===== src/rtl/msq_pkg.sv =====
// msq_pkg: shared widths, window helpers and square-word type for the mean-square blocks
package msq_pkg;
  localparam int DIN_DEF = 16;
  localparam longint MAX_SQ = 64'd1 << (2 * DIN_DEF - 2);
  localparam longint MAX_MEAN = MAX_SQ;
  typedef logic [2*DIN_DEF-2:0] sq_word_t;
  function automatic int acc_width(input int din_w, input int log2_n);
    return 2 * din_w - 1 + log2_n;
  endfunction
  function automatic int win_len(input int log2_n);
    return 1 << log2_n;
  endfunction
endpackage


===== src/rtl/msq_win_acc_if.sv =====
// msq_win_acc_if: sample-in / mean-square-out bundle for msq_win_acc
interface msq_win_acc_if #(
  parameter int DIN_WIDTH  = 16,
  parameter int LOG2_N     = 4,
  parameter int DATA_WIDTH = 32
);
  logic                        valid_in;
  logic signed [DIN_WIDTH-1:0] data_i;
  logic                        clear_i;
  logic                        valid_out;
  logic [DATA_WIDTH-1:0]       data_o;
  logic [LOG2_N:0]             fill_o;
  modport master (output valid_in, data_i, clear_i, input valid_out, data_o, fill_o);
  modport slave  (input valid_in, data_i, clear_i, output valid_out, data_o, fill_o);
endinterface


===== src/rtl/msq_win_acc_sq_stage.sv =====
// sq_stage: registered signed squarer (capture, then square) with valid passthrough and clear flush
module sq_stage #(
  parameter int DIN_WIDTH = 16
) (
  input  logic                        clk,
  input  logic                        rst,
  input  logic                        i_clear,
  input  logic                        i_valid,
  input  logic signed [DIN_WIDTH-1:0] i_data,
  output logic                        o_valid,
  output logic [2*DIN_WIDTH-2:0]      o_sq
);
  logic signed [DIN_WIDTH-1:0]   r_x;
  logic                          r_v0;
  logic signed [2*DIN_WIDTH-1:0] w_prod;
  // a square is never negative, so the sign bit of the product is always zero
  assign w_prod = r_x * r_x;
  always_ff @(posedge clk or posedge rst) begin
    if (rst) begin
      r_x     <= '0;
      r_v0    <= 1'b0;
      o_sq    <= '0;
      o_valid <= 1'b0;
    end else begin
      r_x     <= i_data;
      r_v0    <= i_valid & ~i_clear;
      o_sq    <= w_prod[2*DIN_WIDTH-2:0];
      o_valid <= r_v0 & ~i_clear;
    end
  end
endmodule


===== src/rtl/msq_win_acc.sv =====
// msq_win_acc: windowed mean of squared samples, feeding sqrt_u32 to produce per-window RMS.
// Define MSQ_ROUND_EN for round-half-up of the mean instead of truncation.
module msq_win_acc
  import msq_pkg::*;
#(
  parameter int DIN_WIDTH  = 16,
  parameter int LOG2_N     = 4,
  parameter int DATA_WIDTH = 32
) (
  input logic clk,
  input logic rst,
  msq_win_acc_if.slave bus
);
  localparam int ACC_WIDTH = acc_width(DIN_WIDTH, LOG2_N);
  localparam int SW = 2 * DIN_WIDTH - 1;
`ifdef MSQ_ROUND_EN
  localparam int RND = win_len(LOG2_N) / 2;
`else
  localparam int RND = 0;
`endif
  logic                 w_v1;
  logic [SW-1:0]        w_sq;
  logic [ACC_WIDTH-1:0] r_acc;
  logic [LOG2_N:0]      r_cnt;
  logic [ACC_WIDTH:0]   w_sum;
  logic                 w_last;
  sq_stage #(.DIN_WIDTH(DIN_WIDTH)) u_sq (
    .clk     (clk),
    .rst     (rst),
    .i_clear (bus.clear_i),
    .i_valid (bus.valid_in),
    .i_data  (bus.data_i),
    .o_valid (w_v1),
    .o_sq    (w_sq)
  );
  assign w_sum  = (ACC_WIDTH+1)'(r_acc) + (ACC_WIDTH+1)'(w_sq) + (ACC_WIDTH+1)'(RND);
  assign w_last = w_v1 && r_cnt == (LOG2_N+1)'(win_len(LOG2_N) - 1);
  assign bus.fill_o = r_cnt;
  always_ff @(posedge clk or posedge rst) begin
    if (rst) begin
      r_acc         <= '0;
      r_cnt         <= '0;
      bus.valid_out <= 1'b0;
      bus.data_o    <= '0;
    end else if (bus.clear_i) begin
      r_acc         <= '0;
      r_cnt         <= '0;
      bus.valid_out <= 1'b0;
    end else begin
      bus.valid_out <= w_last;
      if (w_v1) begin
        r_acc <= w_last ? '0 : r_acc + ACC_WIDTH'(w_sq);
        r_cnt <= w_last ? '0 : r_cnt + 1'b1;
      end
      if (w_last) bus.data_o <= DATA_WIDTH'(w_sum >> LOG2_N);
    end
  end
endmodule


===== src/flat_wrapper.sv =====
// flat-port wrapper written by rule: the top's interface ports become plain ports
module msq_win_acc_flat import msq_pkg::*;
#(
  parameter int DIN_WIDTH  = 16,
  parameter int LOG2_N     = 4,
  parameter int DATA_WIDTH = 32
)
  (clk, rst, bus_valid_in, bus_data_i, bus_clear_i, bus_valid_out, bus_data_o, bus_fill_o);
  msq_win_acc_if #(.DIN_WIDTH(DIN_WIDTH), .LOG2_N(LOG2_N), .DATA_WIDTH(DATA_WIDTH)) bus_i ();
  input logic clk;
  input logic rst;
  input wire logic [$bits(bus_i.valid_in)-1:0] bus_valid_in;
  input wire logic [$bits(bus_i.data_i)-1:0] bus_data_i;
  input wire logic [$bits(bus_i.clear_i)-1:0] bus_clear_i;
  output wire logic [$bits(bus_i.valid_out)-1:0] bus_valid_out;
  output wire logic [$bits(bus_i.data_o)-1:0] bus_data_o;
  output wire logic [$bits(bus_i.fill_o)-1:0] bus_fill_o;
  assign bus_i.valid_in = bus_valid_in;
  assign bus_i.data_i = bus_data_i;
  assign bus_i.clear_i = bus_clear_i;
  assign bus_valid_out = bus_i.valid_out;
  assign bus_data_o = bus_i.data_o;
  assign bus_fill_o = bus_i.fill_o;
  msq_win_acc #(.DIN_WIDTH(DIN_WIDTH), .LOG2_N(LOG2_N), .DATA_WIDTH(DATA_WIDTH)) u_core (.clk(clk), .rst(rst), .bus(bus_i));
endmodule

===== config.mk =====
export PLATFORM = sky130hd
export DESIGN_NAME = msq_win_acc_flat
export DESIGN_NICKNAME = d
export VERILOG_FILES = /design/src/rtl/msq_pkg.sv /design/src/rtl/msq_win_acc_if.sv /design/src/rtl/msq_win_acc_sq_stage.sv /design/src/rtl/msq_win_acc.sv /design/src/flat_wrapper.sv
export SDC_FILE = /design/constraint.sdc
export NUM_CORES = 1
export LEC_CHECK = 0
export CAP_MARGIN = 20
export CORE_MARGIN = 2
export CORE_UTILIZATION = 55
export CTS_CLUSTER_SIZE = 12
export DETAILED_ROUTE_END_ITERATION = 7
export HOLD_SLACK_MARGIN = 0.15
export PLACE_DENSITY_LB_ADDON = 0.05
export SETUP_SLACK_MARGIN = 0.5
export SLEW_MARGIN = 40
export SYNTH_ARGS = -nofsm -noshare
export SYNTH_HDL_FRONTEND = slang
export SYNTH_SLANG_ARGS = --single-unit

===== constraint.sdc =====
create_clock -name clk -period 5.97 [get_ports clk]
set_input_delay 1.791 -clock clk [delete_from_list [all_inputs] [get_ports clk]]
set_output_delay 1.791 -clock clk [all_outputs]
set_load 0.02 [all_outputs]

==> summary.md <==
| Metric | Value |
|---|---|
| Worst-Skew Late Latency | `0.43 ns` |
| Hold path start | `u_core.u_sq.r_v0$_DFF_PP0_` |
| Worst EP arrival | `6.07 ns` |
| Synth area leader | `fa_1` |
| Slew Viols, Final | `0` |
| Hold path cells | `1` |
| R2R cell count | `23` |
| Die Ht | `167.6 um` |
| Setup Skew | `0.02294 ns` |
| Register area share after synthesis | `0.2058` |
| Crit Path Max Fanout | `3` |
| Actual slew at the worst max-slew pin | `0.7632 ns` |
| Routability-driven placement congestion ratio | `0.9186` |
| Total gr overflow | `0` |
| Yosys cell types | `62` |
| Initial DRC Count | `713` |
| Final Hold Viols | `0` |
| Slew headroom | `0.4780` |
| Reg2Reg Setup Slack | `0.21 ns` |
| Failing checks | `design-rule violations` |
| Status | `finished with violations` |
| CORE AREA | `26130 um^2` |
| DR vias/cell | `5.259` |
| Setup WS pre-CTS | `-0.07464 ns` |
| Setup CP Type | `flop to flop` |
| Utilization after layout | `0.6729` |
| H-tree levels | `4` |
| Setup TNS | `0 ns` |
| Post-Syn Area | `14710 um^2` |
| Synth Flop Type | `dfrtp_1` |
| Wirelength, routed | `33580 um` |
| Post-synth ARST share | `1.000` |
| Total of max-cap violations | `0` |
| Detailed-placement wirelength estimate | `26010 um` |
| TritonCTS buffer count | `17` |
| Syn Nets | `1928` |
| Synth top area cells | `fa_1 31%, dfrtp_1 21%, ha_1 10%` |
| Required @ worst endpoint | `6.28 ns` |
| Routed WL per cell | `16.38 um` |
| Fin worst setup slack | `0.2133 ns` |
| Hold/Removal Path Class | `flop to flop` |
| Share of post-route cells with drive strength above 1 | `0.1697` |
| Fin crit share | `0.9643` |
| Cell count after synthesis | `1559` |
| DR vias | `10780` |
| Sink Count | `121` |
| DRT Pass-1 Iters | `7` |
| Avg Inst Size Synth | `9.437 um^2` |
| CTS tree | `yes` |
| Number of synthesized flops with an enable pin | `0` |
| Post-synth top area share | `0.3130` |
| Die area | `28070 um^2` |
| FP Rows | `59` |
| Final count of negative-setup-slack endpoints | `0` |
| Die W | `167.6 um` |
| Initial antenna violation count | `0` |
| Synthesized flop and latch total | `121` |
| GR Util All Layers | `0.2552` |
| Reg2reg start | `u_core.u_sq.r_x[5]$_DFF_PP0_` |
| Port bufs | `57` |
| Startpoint types | `flop` |
| Boundary Pins | `58` |
| Worst flop-to-flop path endpoint | `u_core.u_sq.o_sq[29]$_DFF_PP0_` |
| Initial Util | `0.5630` |
| Vias in the first global route | `11290` |
| First-pass GRT wire length | `56760 um` |
| Crit path capture type | `flop` |
| Minimum clock period | `5.757 ns` |
| Root buf cell | `clkbuf_16` |
| Max clock buf depth | `2` |
| Fmax achieved | `173.7 MHz` |
| Nets | `2072` |
| Clk slew on worst S/H paths | `0.07 ns` |
| Worst Hold End | `u_core.u_sq.o_valid$_DFF_PP0_` |
| Synth Warn # | `0` |
| Unrepaired setup endpoints after global routing | `true` |
| Largest net degree at the start of global routing | `75` |
| CTS Hold Bufs | `0` |
| DRT antenna net count | `0` |
| # diodes | `0` |
| DRC Markers | `4` |
| Area growth, synth to finish | `19.54%` |
Yosys cell counts (all sizes together) (27+ instances only):
library cell and count:
clkbuf 50, inv 361, a21oi 58, nand3 27, fa 230, xor2 28
nor2 62, a21o 38, nand2 152, o21ai 43, dfrtp 121, ha 119
xnor2 40, and2 43
what timing repair did:
| item | 4_1_cts | 5_1_grt |
|---|---|---|
| setup endpoints to repair | 16 | 15 |
| gates resized for setup | 78 | 30 |
| pin swaps | 58 | 26 |
| buffers inserted | 34 | 11 |
| cloned | 0 | 0 |
worst max-delay path by stage:
stage / startpoint / endpoint / slack (ns) / cells past startpoint
2_1_floorplan: u_core.u_sq.r_x[5]$_DFF_PP0_ / u_core.u_sq.o_sq[28]$_DFF_PP0_ / 0.31 / 23
3_3_place_gp: u_core.u_sq.r_x[4]$_DFF_PP0_ / u_core.u_sq.o_sq[25]$_DFF_PP0_ / 0.04 / 19
3_5_place_dp: u_core.u_sq.r_x[4]$_DFF_PP0_ / u_core.u_sq.o_sq[25]$_DFF_PP0_ / -0.07 / 19
4_1_cts: u_core.u_sq.r_x[3]$_DFF_PP0_ / u_core.u_sq.o_sq[29]$_DFF_PP0_ / 0.25 / 21
5_1_grt: u_core.u_sq.r_x[2]$_DFF_PP0_ / u_core.u_sq.o_sq[28]$_DFF_PP0_ / 0.04 / 21
6_report: u_core.u_sq.r_x[5]$_DFF_PP0_ / u_core.u_sq.o_sq[29]$_DFF_PP0_ / 0.21 / 23
cell families (layout without fill, tap and decap cells):
family                   count (synthesis)  in the layout  share of synthesized area
XOR/XNOR                                68             68                    0.04048
AO/OA/AOI/OAI                          234            234                     0.1086
AND/OR/NAND/NOR                        359            359                     0.1149
flip-flops                             121            121                     0.2058
adder cells (fa/ha/maj)                349            349                     0.4142
buffers and inverters                  415            571                     0.1061
multiplexers                            13             13                   0.009951
sequential cells by signal, summed over array words and instances, names as in the netlist:
signal	flops
u_core.u_sq.o_sq	30
u_core.r_acc	35
u_core.u_sq.r_x	16
u_core.u_sq.o_valid	1
u_core.bus.fill_o	5
u_core.bus.data_o	32
u_core.u_sq.r_v0	1
u_core.bus.valid_out	1
per-layer routing:
metal  wire [um]  vias up  global-route usage
met1       16150     5345              0.3596
li1            -     5177                   -
met4         576        0             0.06616
met2       15430      220              0.4122
met5           0        -                   0
met3        1425       39             0.04609
cells in the final DEF, fill, tap and decap left out, drive strengths merged, types with 57 or more instances in the layout:
master	Yosys	routed
inv	361	364
fa	230	230
nand2	152	152
dfrtp	121	121
buf	3	120
ha	119	119
nor2	62	62
a21oi	58	58
clkdlybuf4s50	0	57
worst max-delay path, cell delays in order, from the launching register on:
cell and delay (ns):
dfrtp_2 0.43, buf_6 0.12, and2_4 0.14, inv_2 0.04
fa_1 0.48, inv_1 0.05, fa_1 0.47, inv_1 0.05
fa_1 0.49, inv_2 0.04, fa_1 0.51, fa_1 0.49
inv_1 0.05, fa_1 0.51, inv_2 0.05, ha_4 0.21
a21o_1 0.19, a211o_1 0.29, o21ai_2 0.08, a31oi_2 0.07
a2111o_1 0.42, a21oi_2 0.21, o21ai_1 0.11, xor2_1 0.14
layout make-up:
type	instances	area, um^2
Tap cell	335	419.2
Multi-Input combinational cell	1023	10580
Clock buffer	18	439.2
Sequential cell	121	3048
Fill cell	2088	8547
Clock inverter	13	168.9
Timing Repair Buffer	178	1563
Inverter	362	1369
through the flow:
stage	cell area, um^2	hold WS, ns	instances
5_1_grt	17590	0.4985	2050
4_1_cts	17390	0.4680	2039
3_5_place_dp	16230	0.4631	1974
2_1_floorplan	14990	0.3727	1559
6_report	17590	0.4626	2050
3_3_place_gp	16220	0.4422	1974
Power is not shown: default switching activity piles up to over one toggle a cycle in this logic, so the estimate is an artifact.
